File: src/rtl/fetch_pkg.sv
// Shared types and constants for the instruction-fetch controller.
// The state encoding is fixed so waveform dumps stay readable across tools.
package fetch_pkg;

    localparam int              XLEN      = 32;
    localparam logic [31:0]     NOP_INSTR = 32'h0000_0013;
    localparam int              PC_STEP   = 4;

    typedef enum logic [1:0] {
        REQ   = 2'd0,
        WAIT  = 2'd1,
        HOLD  = 2'd2,
        FLUSH = 2'd3
    } fetch_state_t;

endpackage

File: src/rtl/fetch_ctrl.sv
// Instruction-fetch controller: one outstanding imem request, registered
// instruction output to decode, and next-PC selection for the external PC register.
module fetch_ctrl
    import fetch_pkg::*;
#(
    parameter int              XLEN = fetch_pkg::XLEN,
    parameter logic [XLEN-1:0] NOP  = NOP_INSTR
) (
    input  logic            clk,
    input  logic            reset,
    input  logic [XLEN-1:0] pc,
    output logic [XLEN-1:0] pcNext,
    input  logic            redirectValid,
    input  logic [XLEN-1:0] redirectTarget,
    output logic            imemReqValid,
    input  logic            imemReqReady,
    output logic [XLEN-1:0] imemReqAddr,
    input  logic            imemRspValid,
    input  logic [XLEN-1:0] imemRspData,
    output logic            instrValid,
    input  logic            instrReady,
    output logic [XLEN-1:0] instr,
    output logic [XLEN-1:0] instrPc
);

    fetch_state_t    state_q, state_d;
    logic [XLEN-1:0] req_pc_q, req_pc_d;
    logic [XLEN-1:0] instr_q, instr_d;
    logic [XLEN-1:0] instr_pc_q, instr_pc_d;
    logic            instr_valid_q, instr_valid_d;
    logic            req_accept;
    logic            unused_target_lsbs;

    // Redirect always wins: a request issued under a redirect would fetch a dead path.
    assign imemReqValid = ((state_q == REQ) || ((state_q == HOLD) && instrReady))
                          && !redirectValid;
    assign imemReqAddr  = pc;
    assign req_accept   = imemReqValid && imemReqReady;

    assign unused_target_lsbs = ^redirectTarget[1:0];

    always_comb begin
        if (redirectValid) begin
            pcNext = {redirectTarget[XLEN-1:2], 2'b00};
        end else if (req_accept) begin
            pcNext = pc + XLEN'(PC_STEP);
        end else begin
            pcNext = pc;
        end
    end

    always_comb begin
        state_d       = state_q;
        req_pc_d      = req_pc_q;
        instr_d       = instr_q;
        instr_pc_d    = instr_pc_q;
        instr_valid_d = instr_valid_q;

        if (req_accept) begin
            req_pc_d = pc;
        end

        case (state_q)
            REQ: begin
                if (req_accept) begin
                    state_d = WAIT;
                end
            end
            WAIT: begin
                if (redirectValid) begin
                    // A response arriving with the redirect is stale; otherwise wait it out.
                    state_d = imemRspValid ? REQ : FLUSH;
                end else if (imemRspValid) begin
                    instr_d       = imemRspData;
                    instr_pc_d    = req_pc_q;
                    instr_valid_d = 1'b1;
                    state_d       = HOLD;
                end
            end
            HOLD: begin
                if (redirectValid) begin
                    instr_valid_d = 1'b0;
                    state_d       = REQ;
                end else if (instrReady) begin
                    instr_valid_d = 1'b0;
                    state_d       = req_accept ? WAIT : REQ;
                end
            end
            FLUSH: begin
                if (imemRspValid) begin
                    state_d = REQ;
                end
            end
            default: begin
                state_d = REQ;
            end
        endcase
    end

    always_ff @(posedge clk or posedge reset) begin
        if (reset) begin
            state_q       <= REQ;
            req_pc_q      <= '0;
            instr_q       <= NOP;
            instr_pc_q    <= '0;
            instr_valid_q <= 1'b0;
        end else begin
            state_q       <= state_d;
            req_pc_q      <= req_pc_d;
            instr_q       <= instr_d;
            instr_pc_q    <= instr_pc_d;
            instr_valid_q <= instr_valid_d;
        end
    end

    assign instrValid = instr_valid_q;
    assign instr      = instr_q;
    assign instrPc    = instr_pc_q;

    // Responses are only legal while one is outstanding or being flushed.
    rsp_in_window: assert property (@(posedge clk) disable iff (reset)
        imemRspValid |-> ((state_q == WAIT) || (state_q == FLUSH)));

endmodule
File: config.mk
export PLATFORM = sky130hd
export DESIGN_NAME = fetch_ctrl
export DESIGN_NICKNAME = d
export VERILOG_FILES = /design/src/rtl/fetch_pkg.sv /design/src/rtl/fetch_ctrl.sv
export SDC_FILE = /design/constraint.sdc
export NUM_CORES = 1
export LEC_CHECK = 0
export BUFFER_PORTS_ARGS = -buffer_cell sky130_fd_sc_hd__clkbuf_2
export CAP_MARGIN = 20
export CORE_MARGIN = 3
export CORE_UTILIZATION = 43
export CTS_CLUSTER_DIAMETER = 200
export DETAILED_ROUTE_END_ITERATION = 10
export MAX_ROUTING_LAYER = met4
export PLACE_DENSITY = 0.85
export SLEW_MARGIN = 25
export SYNTH_ARGS = -nofsm -noshare
export SYNTH_HDL_FRONTEND = slang
export SYNTH_SLANG_ARGS = --single-unit
File: constraint.sdc
create_clock -name clk -period 2.87 [get_ports clk]
set_input_delay 0.287 -clock clk [delete_from_list [all_inputs] [get_ports clk]]
set_output_delay 0.287 -clock clk [all_outputs]
set_load 0.01 [all_outputs]
==> flow_summary.json <==
{
  "endpoint": "pcNext[26]",
  "vias": 3938,
  "cts_buffer_depth": 2,
  "grt_antenna_before_repair": 0,
  "worst_slew_pin_slew_ns": 0.625,
  "dp_cells": 757,
  "fmax_ghz": 0.394,
  "outcome": "finished, final reports clean",
  "maxCapViolCount": 0,
  "critPathLaunch": "state_q[0]$_DFFE_PP0P_",
  "slew_violations": 0,
  "skew_ns": 0.00575,
  "initialDrtViolationCount": 176,
  "drt-pass1-iter-count": 5,
  "synth_edf_count": 0,
  "critPathTopFamily": "simple AND/OR/NAND/NOR gates",
  "rsz0062_at_grt": "false",
  "cts_tree": "yes",
  "reg2reg_depth": 4,
  "drt_wl_total_um": 12500,
  "r2r_slack_ns": 0.87,
  "clkTransAtPathRegs_ns": 0.06,
  "async_reset_ff_frac": 1.00,
  "worstPathRequired_ns": 2.58,
  "p_sw_mw": 1.50,
  "ant_nets": 0,
  "slowest_delay_ns": 0.43,
  "r2r_start": "state_q[0]$_DFFE_PP0P_",
  "antennaDiodeCount": 0,
  "setup_viol": 0,
  "worst-path-max-fanout": 13,
  "ys_warn_count": 0,
  "cts_buffers": 9,
  "path_depth": 6,
  "seq_power_share": 0.435,
  "fin_crit_sh": 0.884,
  "pin_count": 232,
  "crit_chain": "nor2_2 -> nand4_4 -> nor4_2 -> xnor2_1 -> o21ai_1 -> clkbuf_2",
  "ctsHoldBuffers": 0,
  "clock_power_share": 0.264,
  "cts_setup_buffers": 0,
  "gr-total-overflow": 0,
  "dpl.hpwl_um": 9430,
  "fin_crit_ns": 2.54,
  "cts_root_buf": "clkbuf_16",
  "die_w_um": 115,
  "ys_types": 37,
  "critPathKind": "flop to output pin",
  "ir_drop_mv": 0.339,
  "fin_cells": 772,
  "gr-usage-all-layers": 0.194,
  "synthFlopType": "dfrtp_1",
  "grt_max_degree": 100,
  "synth.avg_cell_area_um2": 11.8,
  "intPower_mw": 3.56,
  "fp.coreArea_um2": 11500,
  "syn_area_um2": 5090,
  "syn_nets": 536,
  "port_buffers": 229,
  "hold_path_class": "input pin to async pin",
  "cts_sinks": 99,
  "synthCells": 433,
  "htreeDepth": 3,
  "startpoint_type": "flop",
  "cp_num_buf_inv": 1,
  "gp_congestion": 0.799,
  "swShare": 0.297,
  "synth_seq_area_share": 0.487,
  "fin_setup_tns_ns": 0,
  "avgRoutedWirePerCell_um": 16.2,
  "insertion_delay_ns": 0.34,
  "cts_resized": 0,
  "drive_above_1_share": 0.583,
  "power_density_nw_per_um2": 784,
  "critical-path-slowest-cell": "dfrtp_1",
  "via_per_inst": 5.10,
  "row_count": 39,
  "ys_ff_latch": 99,
  "p_total_mw": 5.07,
  "final_nets": 728,
  "slew_headroom": 0.583,
  "die_h_um": 115,
  "dieArea_um2": 13200,
  "cp-end-kind": "output pin",
  "r2r_end": "req_pc_q[27]$_DFFE_PP0N_",
  "p_leak_nw": 3.07,
  "grt_pass1_wl_um": 19400,
  "area_growth_pct": 27.0,
  "hold_viol": 0,
  "arrival_ns": 2.25,
  "comb_power_share": 0.302,
  "grt_pass1_vias": 3886,
  "post-route-drc-count": 0,
  "initial_core_util": 0.442
}
-- power groups by stage --
stage          registers [mW]  clock network, mW  logic (mW)
6_report                 2.20               1.34        1.53
3_3_place_gp             2.19                  0        1.50
3_5_place_dp             2.24                  0        1.56
2_1_floorplan            2.39                  0       0.674
5_1_grt                  2.28               1.44        1.66
4_1_cts                  2.21               1.38        1.56
-- synth_stat cells, types with 2 or more instances --
cell / instances / share of area
nand3_1: 6 / 0.0059
nor4_4: 4 / 0.017
nor2_2: 2 / 0.0025
o21ai_1: 17 / 0.017
mux2_2: 88 / 0.19
clkbuf_1: 9 / 0.0066
nand2b_1: 2 / 0.0025
buf_4: 33 / 0.049
and3_1: 4 / 0.0049
buf_6: 2 / 0.0044
xnor2_1: 27 / 0.046
nor4_2: 3 / 0.0074
nor4_1: 3 / 0.0037
o21ai_0: 20 / 0.020
nor2_1: 6 / 0.0044
dfstp_2: 3 / 0.015
inv_1: 9 / 0.0066
nand2_1: 55 / 0.041
nand4_1: 4 / 0.0049
nand4_4: 3 / 0.013
buf_2: 9 / 0.0088
xor2_1: 2 / 0.0034
dfrtp_1: 96 / 0.47
and4_1: 2 / 0.0034
nand3_4: 2 / 0.0069
nor2b_1: 3 / 0.0037
nor3_2: 8 / 0.016
and4_4: 2 / 0.0044
-- metrics by stage --
stage	setup slack, ns	hold slack (ns)	cell area [um^2]	util
4_1_cts	0.180	0.105	6460	0.561
6_report	0.332	0.0823	6470	0.561
2_1_floorplan	1.00	0.392	5090	-
3_5_place_dp	0.536	0.468	6130	0.532
3_3_place_gp	0.545	0.453	6130	0.532
5_1_grt	0.159	0.132	6470	0.561
-- cell usage in the layout (no fill, tap or decap), types with 3 or more instances in the layout --
cell type and n:
nor4_2 3, nor2b_1 3, nor4_1 3, xnor2_1 27, nor2_1 6, o21ai_1 17, dfstp_2 3, o21ai_0 20
dfrtp_1 96, buf_4 4, nand4_1 4, and3_1 3, nand2_1 55, nor4_4 4, inv_1 8, bufinv_16 3
nor3_2 8, nand4_4 4, clkbuf_16 9, clkbuf_2 229, mux2_2 88, nand3_1 6
-- per-layer routing --
metal	part of all wire	track usage	vias up
met5	0	-	-
met4	0.012	0.0665	0
met3	0.057	0.0347	14
met2	0.52	0.327	156
met1	0.41	0.234	1920
li1	-	-	1848
-- registers in the layout, indices dropped and copies added, names as in the netlist --
register	flops
instr	32
req_pc_q	32
instrValid	1
instrPc	32
state_q	2
-- layout make-up --
| class | instances | area (um^2) |
|---|---|---|
| inverter | 9 | 37.5 |
| fill | 985 | 5050 |
| timing repair buffer | 234 | 1200 |
| tap | 143 | 179 |
| sequential | 99 | 2480 |
| clock inverter | 5 | 103 |
| multi-input combinational | 272 | 2240 |
| clock buffer | 10 | 229 |
-- worst register-to-register path: stages, from the launching register on --
cell,delay [ns]
dfrtp_1,0.43
nor2_2,0.25
and3_2,0.42
buf_4,0.39
mux2_2,0.40
-- cell families after synthesis --
kind of cell	Yosys count	synth area share
simple gates	113	0.148
compound gates	40	0.0406
flops	99	0.487
xor+xnor	29	0.0499
buf+inv	62	0.0752
mux	89	0.197
fa+ha+maj	1	0.00246
-- worst min path at each step --
stage,from,end,slack [ns],cells past startpoint
3_3_place_gp,req_pc_q[31]$_DFFE_PP0N_,req_pc_q[31]$_DFFE_PP0N_,0.45,2
2_1_floorplan,pc[0],req_pc_q[0]$_DFFE_PP0N_,0.39,2
3_5_place_dp,req_pc_q[6]$_DFFE_PP0N_,req_pc_q[6]$_DFFE_PP0N_,0.47,2
6_report,reset,instr[5]$_DFFE_PP0P_,0.08,3
4_1_cts,reset,instr[24]$_DFFE_PP0P_,0.10,3
5_1_grt,reset,instr[24]$_DFFE_PP0P_,0.13,3
No activity file was read; power rests on OpenSTA's default activity.
